**src/rtl/md_pkg.sv**
```systemverilog
// Shared constants and types for the multiply/divide sequencer.
package md_pkg;

  // Opcode and function codes for the SPECIAL-group multiply/divide instructions
  localparam logic [5:0] OP_SPECIAL = 6'h00;
  localparam logic [5:0] FN_MFHI    = 6'h10;
  localparam logic [5:0] FN_MTHI    = 6'h11;
  localparam logic [5:0] FN_MFLO    = 6'h12;
  localparam logic [5:0] FN_MTLO    = 6'h13;
  localparam logic [5:0] FN_MULT    = 6'h18;
  localparam logic [5:0] FN_MULTU   = 6'h19;
  localparam logic [5:0] FN_DIV     = 6'h1a;
  localparam logic [5:0] FN_DIVU    = 6'h1b;

  // Default unit latencies and shadow counter width
  localparam int MUL_LAT_DEF = 5;
  localparam int DIV_LAT_DEF = 10;
  localparam int CNT_W_DEF   = 4;

  typedef enum logic [1:0] {
    CLS_NONE = 2'd0,
    CLS_MDOP = 2'd1,
    CLS_MDRD = 2'd2,
    CLS_MDWR = 2'd3
  } md_class_t;

  typedef enum logic [1:0] {
    ST_IDLE = 2'd0,
    ST_PEND = 2'd1,
    ST_BUSY = 2'd2
  } md_state_t;

endpackage

```
**src/rtl/md_sched_if.sv**
```systemverilog
// Pipeline/unit-facing signals of the multiply/divide sequencer.
// With MD_SCHED_PERF_EN defined, the perf_stall/perf_ops counters are added.
interface md_sched_if;
  logic [31:0] instr_d;
  logic [31:0] instr_e;
  logic        valid_e;
  logic        flush_e;
  logic        md_busy;
  logic        md_start;
  logic        stall_d;
  logic [1:0]  err;
`ifdef MD_SCHED_PERF_EN
  logic [31:0] perf_stall;
  logic [15:0] perf_ops;
`endif

  // Pipeline / unit side
  modport master (
`ifdef MD_SCHED_PERF_EN
    input  perf_stall, perf_ops,
`endif
    output instr_d, instr_e, valid_e, flush_e, md_busy,
    input  md_start, stall_d, err
  );

  // Sequencer side
  modport slave (
`ifdef MD_SCHED_PERF_EN
    output perf_stall, perf_ops,
`endif
    input  instr_d, instr_e, valid_e, flush_e, md_busy,
    output md_start, stall_d, err
  );
endinterface

```
**src/rtl/md_decode.sv**
```systemverilog
// Combinational classifier: instruction word -> HI/LO access class and divide flag.
module md_decode
  import md_pkg::*;
(
  input  logic [31:0] instr,
  output md_class_t   cls,
  output logic        is_div
);

  logic [5:0] op;
  logic [5:0] fn;
  logic       unused_bits;

  assign op          = instr[31:26];
  assign fn          = instr[5:0];
  assign unused_bits = ^instr[25:6];

  // Classify on opcode/function fields
  always_comb begin
    // NOTE: every output gets a default first so no path leaves it unassigned (no latch).
    cls    = CLS_NONE;
    is_div = 1'b0;
    if (op == OP_SPECIAL) begin
      case (fn)
        FN_MULT, FN_MULTU: cls = CLS_MDOP;
        FN_DIV, FN_DIVU: begin
          cls    = CLS_MDOP;
          is_div = 1'b1;
        end
        FN_MFHI, FN_MFLO: cls = CLS_MDRD;
        FN_MTHI, FN_MTLO: cls = CLS_MDWR;
        default:          cls = CLS_NONE;
      endcase
    end
  end

endmodule

```
**src/rtl/md_sched.sv**
```systemverilog
// Multiply/divide sequencer: issues start, bridges start->busy, stalls D on HI/LO
// hazards and shadows the unit latency to flag protocol errors.
// Optional feature: MD_SCHED_PERF_EN adds stall-cycle and issue counters.
module md_sched
  import md_pkg::*;
#(
  parameter int MUL_LAT = MUL_LAT_DEF,
  parameter int DIV_LAT = DIV_LAT_DEF,
  parameter int CNT_W   = CNT_W_DEF
) (
  input  logic       clk,
  input  logic       reset,
  md_sched_if.slave  bus
);

  md_class_t        class_d, class_e;
  logic             is_div_e;
  logic             unused_is_div_d;
  md_state_t        state_q, state_d;
  logic [CNT_W-1:0] cnt_q, cnt_d;
  logic [1:0]       err_q, err_d;
  logic             issue_req;
  logic             start;
  logic             stall;

  md_decode u_dec_d (.instr(bus.instr_d), .cls(class_d), .is_div(unused_is_div_d));
  md_decode u_dec_e (.instr(bus.instr_e), .cls(class_e), .is_div(is_div_e));

  // A live MDOP in E wants to issue regardless of FSM state
  assign issue_req = bus.valid_e & ~bus.flush_e & (class_e == CLS_MDOP);

  // State, shadow counter and sticky error registers
  always_ff @(posedge clk or negedge reset) begin
    // NOTE: async reset clears all state; the unit shares this reset so nothing resumes.
    if (!reset) begin
      state_q <= ST_IDLE;
      cnt_q   <= '0;
      err_q   <= '0;
    end else begin
      // NOTE: sequential state uses non-blocking assignments only.
      state_q <= state_d;
      cnt_q   <= cnt_d;
      err_q   <= err_d;
    end
  end

  // Next state, latency tracking and error detection
  always_comb begin
    state_d = state_q;
    cnt_d   = cnt_q;
    err_d   = err_q;
    if (issue_req && state_q != ST_IDLE) err_d[1] = 1'b1;
    case (state_q)
      ST_IDLE: begin
        if (start) begin
          state_d = ST_PEND;
          cnt_d   = is_div_e ? CNT_W'(DIV_LAT) : CNT_W'(MUL_LAT);
        end
      end
      ST_PEND: begin
        if (bus.md_busy) begin
          state_d = ST_BUSY;
          cnt_d   = cnt_q - CNT_W'(1);
        end else begin
          err_d[0] = 1'b1;
          state_d  = ST_IDLE;
          cnt_d    = '0;
        end
      end
      ST_BUSY: begin
        if (!bus.md_busy) begin
          if (cnt_q != '0) err_d[0] = 1'b1;
          state_d = ST_IDLE;
          cnt_d   = '0;
        end else if (cnt_q == '0) begin
          // Unit overran its expected latency: hold at 0 until busy falls
          err_d[0] = 1'b1;
        end else begin
          cnt_d = cnt_q - CNT_W'(1);
        end
      end
      default: begin
        state_d = ST_IDLE;
        cnt_d   = '0;
      end
    endcase
  end

  // Start pulse and decode stall, both forced low while reset is asserted
  always_comb begin
    start = reset & issue_req & (state_q == ST_IDLE);
    stall = reset & (class_d != CLS_NONE) & ((state_q != ST_IDLE) | start);
  end

  assign bus.md_start = start;
  assign bus.stall_d  = stall;
  assign bus.err      = err_q;

`ifdef MD_SCHED_PERF_EN
  logic [31:0] perf_stall_q;
  logic [15:0] perf_ops_q;

  // Free-running wrap-around counters of stall cycles and issued operations
  always_ff @(posedge clk or negedge reset) begin
    if (!reset) begin
      perf_stall_q <= '0;
      perf_ops_q   <= '0;
    end else begin
      if (stall) perf_stall_q <= perf_stall_q + 32'd1;
      if (start) perf_ops_q   <= perf_ops_q + 16'd1;
    end
  end

  assign bus.perf_stall = perf_stall_q;
  assign bus.perf_ops   = perf_ops_q;
`endif

endmodule

```
**src/flat_wrapper.sv**
```systemverilog
// flat-port wrapper written by rule: the top's interface ports become plain ports
module md_sched_flat import md_pkg::*;
#(
  parameter int MUL_LAT = MUL_LAT_DEF,
  parameter int DIV_LAT = DIV_LAT_DEF,
  parameter int CNT_W   = CNT_W_DEF
)
  (clk, reset, bus_instr_d, bus_instr_e, bus_valid_e, bus_flush_e, bus_md_busy, bus_md_start, bus_stall_d, bus_err);
  md_sched_if bus_i ();
  input  logic clk;
  input  logic reset;
  input wire logic [$bits(bus_i.instr_d)-1:0] bus_instr_d;
  input wire logic [$bits(bus_i.instr_e)-1:0] bus_instr_e;
  input wire logic [$bits(bus_i.valid_e)-1:0] bus_valid_e;
  input wire logic [$bits(bus_i.flush_e)-1:0] bus_flush_e;
  input wire logic [$bits(bus_i.md_busy)-1:0] bus_md_busy;
  output wire logic [$bits(bus_i.md_start)-1:0] bus_md_start;
  output wire logic [$bits(bus_i.stall_d)-1:0] bus_stall_d;
  output wire logic [$bits(bus_i.err)-1:0] bus_err;
  assign bus_i.instr_d = bus_instr_d;
  assign bus_i.instr_e = bus_instr_e;
  assign bus_i.valid_e = bus_valid_e;
  assign bus_i.flush_e = bus_flush_e;
  assign bus_i.md_busy = bus_md_busy;
  assign bus_md_start = bus_i.md_start;
  assign bus_stall_d = bus_i.stall_d;
  assign bus_err = bus_i.err;
  md_sched #(.MUL_LAT(MUL_LAT), .DIV_LAT(DIV_LAT), .CNT_W(CNT_W)) u_core (.clk(clk), .reset(reset), .bus(bus_i));
endmodule
```
**config.mk**
```make
export PLATFORM = sky130hd
export DESIGN_NAME = md_sched_flat
export DESIGN_NICKNAME = d
export VERILOG_FILES = /design/src/rtl/md_pkg.sv /design/src/rtl/md_sched_if.sv /design/src/rtl/md_decode.sv /design/src/rtl/md_sched.sv /design/src/flat_wrapper.sv
export SDC_FILE = /design/constraint.sdc
export NUM_CORES = 1
export LEC_CHECK = 0
export BUFFER_PORTS_ARGS = -buffer_cell sky130_fd_sc_hd__clkbuf_2
export CAP_MARGIN = 10
export CORE_UTILIZATION = 35
export DETAILED_ROUTE_END_ITERATION = 16
export GPL_ROUTABILITY_DRIVEN = 0
export PLACE_DENSITY = 0.84
export SETUP_SLACK_MARGIN = 0.05
export SYNTH_ARGS = -nofsm -noshare
export SYNTH_HDL_FRONTEND = slang
export SYNTH_SLANG_ARGS = --single-unit
```
**constraint.sdc**
```tcl
create_clock -name clk -period 4.3 [get_ports clk]
set_input_delay 1.075 -clock clk [delete_from_list [all_inputs] [get_ports clk]]
set_output_delay 1.075 -clock clk [all_outputs]
set_load 0.05 [all_outputs]
```
==> results.md <==
- CTS tree: done
- Skew final: 0.000623 ns
- Grt ovf: 0
- Number of global-route vias before repair: slightly above 600
- Area grow syn2layout: 29.6%
- Number of port buffers: 28
- CTS Buf Count: 3
- Worst hold margin: approximately 0.47 ns
- Tcrit/Tclk final: 0.770
- Initial antenna violation count: 0
- Overall Global Routing Usage: 0.170
- Flop pwr share: 0.465
- Ys async rst share: 1.00
- Mapped Area: ~600 µm²
- Crit Path Category: in -> out
- Filler Cell Count: between 150 and 200
- Crit path launch type: input port
- Final Hold Fails: 0
- Ranking of synthesized cells by area: dfrtp_1 32%, ha_1 10%, o31ai_1 4.9%
- Fin crit period: 3.31 ns
- CTS Sinks: 8
- Syn_area_per_cell: 9.66 µm²
- Clock Tree Root: clkbuf_4
- Internal: about 0.00013 W
- Leak: approximately 0.38 nW
- Antenna Cells: 0
- Drt pass-1 iters: 6
- # H-tree levels: 1
- Core Util, Final: 0.508
- Synth unique cells: 28
- Synth Net Count: 138
- Sequential share of the synthesized area: 0.324
- Headroom to the max-slew limit: 0.784
- Setup TNS: 0 ns
- Critical path's slowest cell: nor4b_4
- Clock Latency Late Sink: 0.26 ns
- Crit-path max FO: 6
- Setup crit end kind: output pin
- Required @ worst endpoint: approximately 3.2 ns
- Row cnt: 14
- # hold bufs at CTS: 0
- Initial DRC count: 16
- Primary FF master, synth: dfrtp_1
- CP arrival: 2.24 ns
- Core footprint: 1580 µm²
- IO Pins: 73
- Comb power frac: 0.199
- Nets: about 170
- Final wirelength: 1470 µm
- DR vias: roughly 610
- Peak supply drop: approximately 0.00012 V
- Die height: roughly 44 µm
- Crit-path max cell delay: 0.37 ns
- Clock slew at reported path FFs: 0.06 ns
- Pwr Total: ~0.00018 W
- Fmax: roughly 300 MHz
- Sw Ratio: 0.280
- Cell taking the most area after synthesis: dfrtp_1
- Slew Viols, Final: 0
- Hold-critical path depth: 1
- Remaining DRCs: 0
- First-pass GRT wire length: around 2400 µm
- Synth Register Bits: 8
- Worst Tran Pin Value: ~0.32 ns
- Max-cap viol count: 0
- EDFF count, synth: 0
- DR vias/cell: roughly 5.5
- Psw: 0.0000506 W
- Design Area, Final: between 800 and 900 µm²
- Final setup fails: 0
- Status: completed
- Post-CTS Setup Bufs: 0
- Share of the synthesized area in the top cell type: 0.324
- Critical Path Most Common Cell: clkbuf_2
- Post-DP Area: 778 µm²
- Final ANT Viol Nets: 0
- Worst-path cell chain: clkbuf_2 -> nor4b_4 -> a41oi_2 -> nor2_1 -> clkbuf_2
- DR WL/cell: around 13 µm
- Clock share of power: 0.335
- Die area: ~1900 µm²
- Post-Synthesis Cells: between 60 and 70
- Cts repair resizes: 0
- Ys Warns: 0
- RSZ-0062 raised after global routing: false
- Layout cells sized above 1: 0.400
- Pwr dens: between 200 and 250 nW/µm²
- CTS Buffer Depth: 2
- FF-to-FF path depth: 6
- Starting Density: 0.392
- Die X: around 44 µm
- Largest net degree at the start of global routing: 12
- HPWL Detailed: around 1200 µm
- Hold Path Class: reg -> reg
[routing by layer]
metal  share of wire  track usage
met5               0            0
met4           0.026       0.0909
met3           0.070       0.0286
met2            0.50        0.315
met1            0.41        0.183
[cell usage after synthesis (2+ instances only)]
cell type,number
a21oi_1,3
and2_1,2
dfrtp_1,8
ha_1,5
inv_1,6
mux2_2,2
nand2_1,4
nand4_1,2
nor2_1,5
nor3b_1,2
o21ai_0,4
o31ai_1,4
or3_1,2
[critical path, delay by kind of cell]
kind	cells	cell delay, ns
AND/OR/NAND/NOR	2	0.52
buffers and inverters	2	0.38
AO/OA/AOI/OAI	1	0.26
[power groups by stage]
stage / sequential, W / clock (W) / combinational [W]
after CTS: 0.0000837 / 0.0000598 / 0.0000365
after floorplan: 0.0000858 / 0 / 0.0000158
after detailed placement: 0.0000849 / 0 / 0.0000363
final: 0.0000839 / 0.0000605 / 0.0000360
after global routing: 0.0000845 / 0.0000646 / 0.0000404
after global placement: 0.0000848 / 0 / 0.0000343
[kinds of logic (layout without fill, tap and decap cells)]
| logic type | count (synthesis) | in the layout | share of synthesized area |
|---|---|---|---|
| AND/OR/NAND/NOR | 25 | 25 | 0.294 |
| AO/OA/AOI/OAI | 17 | 17 | 0.194 |
| flip-flops | 8 | 8 | 0.324 |
| buffers and inverters | 6 | 37 | 0.0364 |
| adder cells (fa/ha/maj) | 5 | 5 | 0.101 |
| multiplexers | 2 | 2 | 0.0364 |
| XOR/XNOR | 1 | 1 | 0.0142 |
[final timing paths]
kind | from | to | slack [ns]
setup / recovery | bus_instr_e[31] | bus_stall_d | 0.99
hold / removal | u_core.bus.err[1]$_DFFE_PN0P_ | u_core.bus.err[1]$_DFFE_PN0P_ | 0.47
setup reg to reg | u_core.state_q[0]$_DFFE_PN0P_ | u_core.cnt_q[3]$_DFFE_PN0P_ | 2.54
hold reg to reg | u_core.bus.err[1]$_DFFE_PN0P_ | u_core.bus.err[1]$_DFFE_PN0P_ | 0.47
max in group asynchronous | reset | u_core.bus.err[0]$_DFFE_PN0P_ | 3.40
min in group asynchronous | reset | u_core.state_q[0]$_DFFE_PN0P_ | 0.68
[cell usage in the layout, fill, tap and decap left out]
master	count
a211o_1	1
or3_1	2
o21ai_0	4
o31ai_1	4
or4_1	1
nor4_1	1
mux2_2	2
nor3b_1	2
clkbuf_4	3
o21ai_1	1
nor4_4	1
dfrtp_1	8
nand4b_1	1
ha_1	5
nand2_1	4
a21oi_1	3
nand4_1	2
xnor2_1	1
clkbuf_2	28
inv_1	6
and2_1	2
nor2_1	5
o21a_1	1
a41oi_2	1
nor4b_4	1
o22ai_1	1
nor4b_1	1
and4bb_2	1
nor2b_1	1
a41o_2	1
[area by class of cell]
| type | instances | area [µm²] | share of cell area |
|---|---|---|---|
| Multi-Input combinational cell | 50 | 395 | 0.494 |
| Tap cell | 16 | 20.0 | 0.0250 |
| Clock buffer | 3 | 22.5 | 0.0281 |
| Sequential cell | 8 | 200 | 0.250 |
| Timing Repair Buffer | 28 | 140 | 0.175 |
| Inverter | 6 | 22.5 | 0.0281 |
[flip-flops by register name, summed over array words and instances (netlist names)]
signal          flops
u_core.bus.err      2
u_core.state_q      2
u_core.cnt_q        4
[per-stage QoR]
step | worst slack [ns] | std cells
floorplan | 0.911 | 64
global placement | 0.968 | 108
detailed placement | 0.967 | 108
CTS | 0.965 | 111
global route | 0.811 | 111
finish | 0.987 | 111
(Power assumes the default switching activity.)
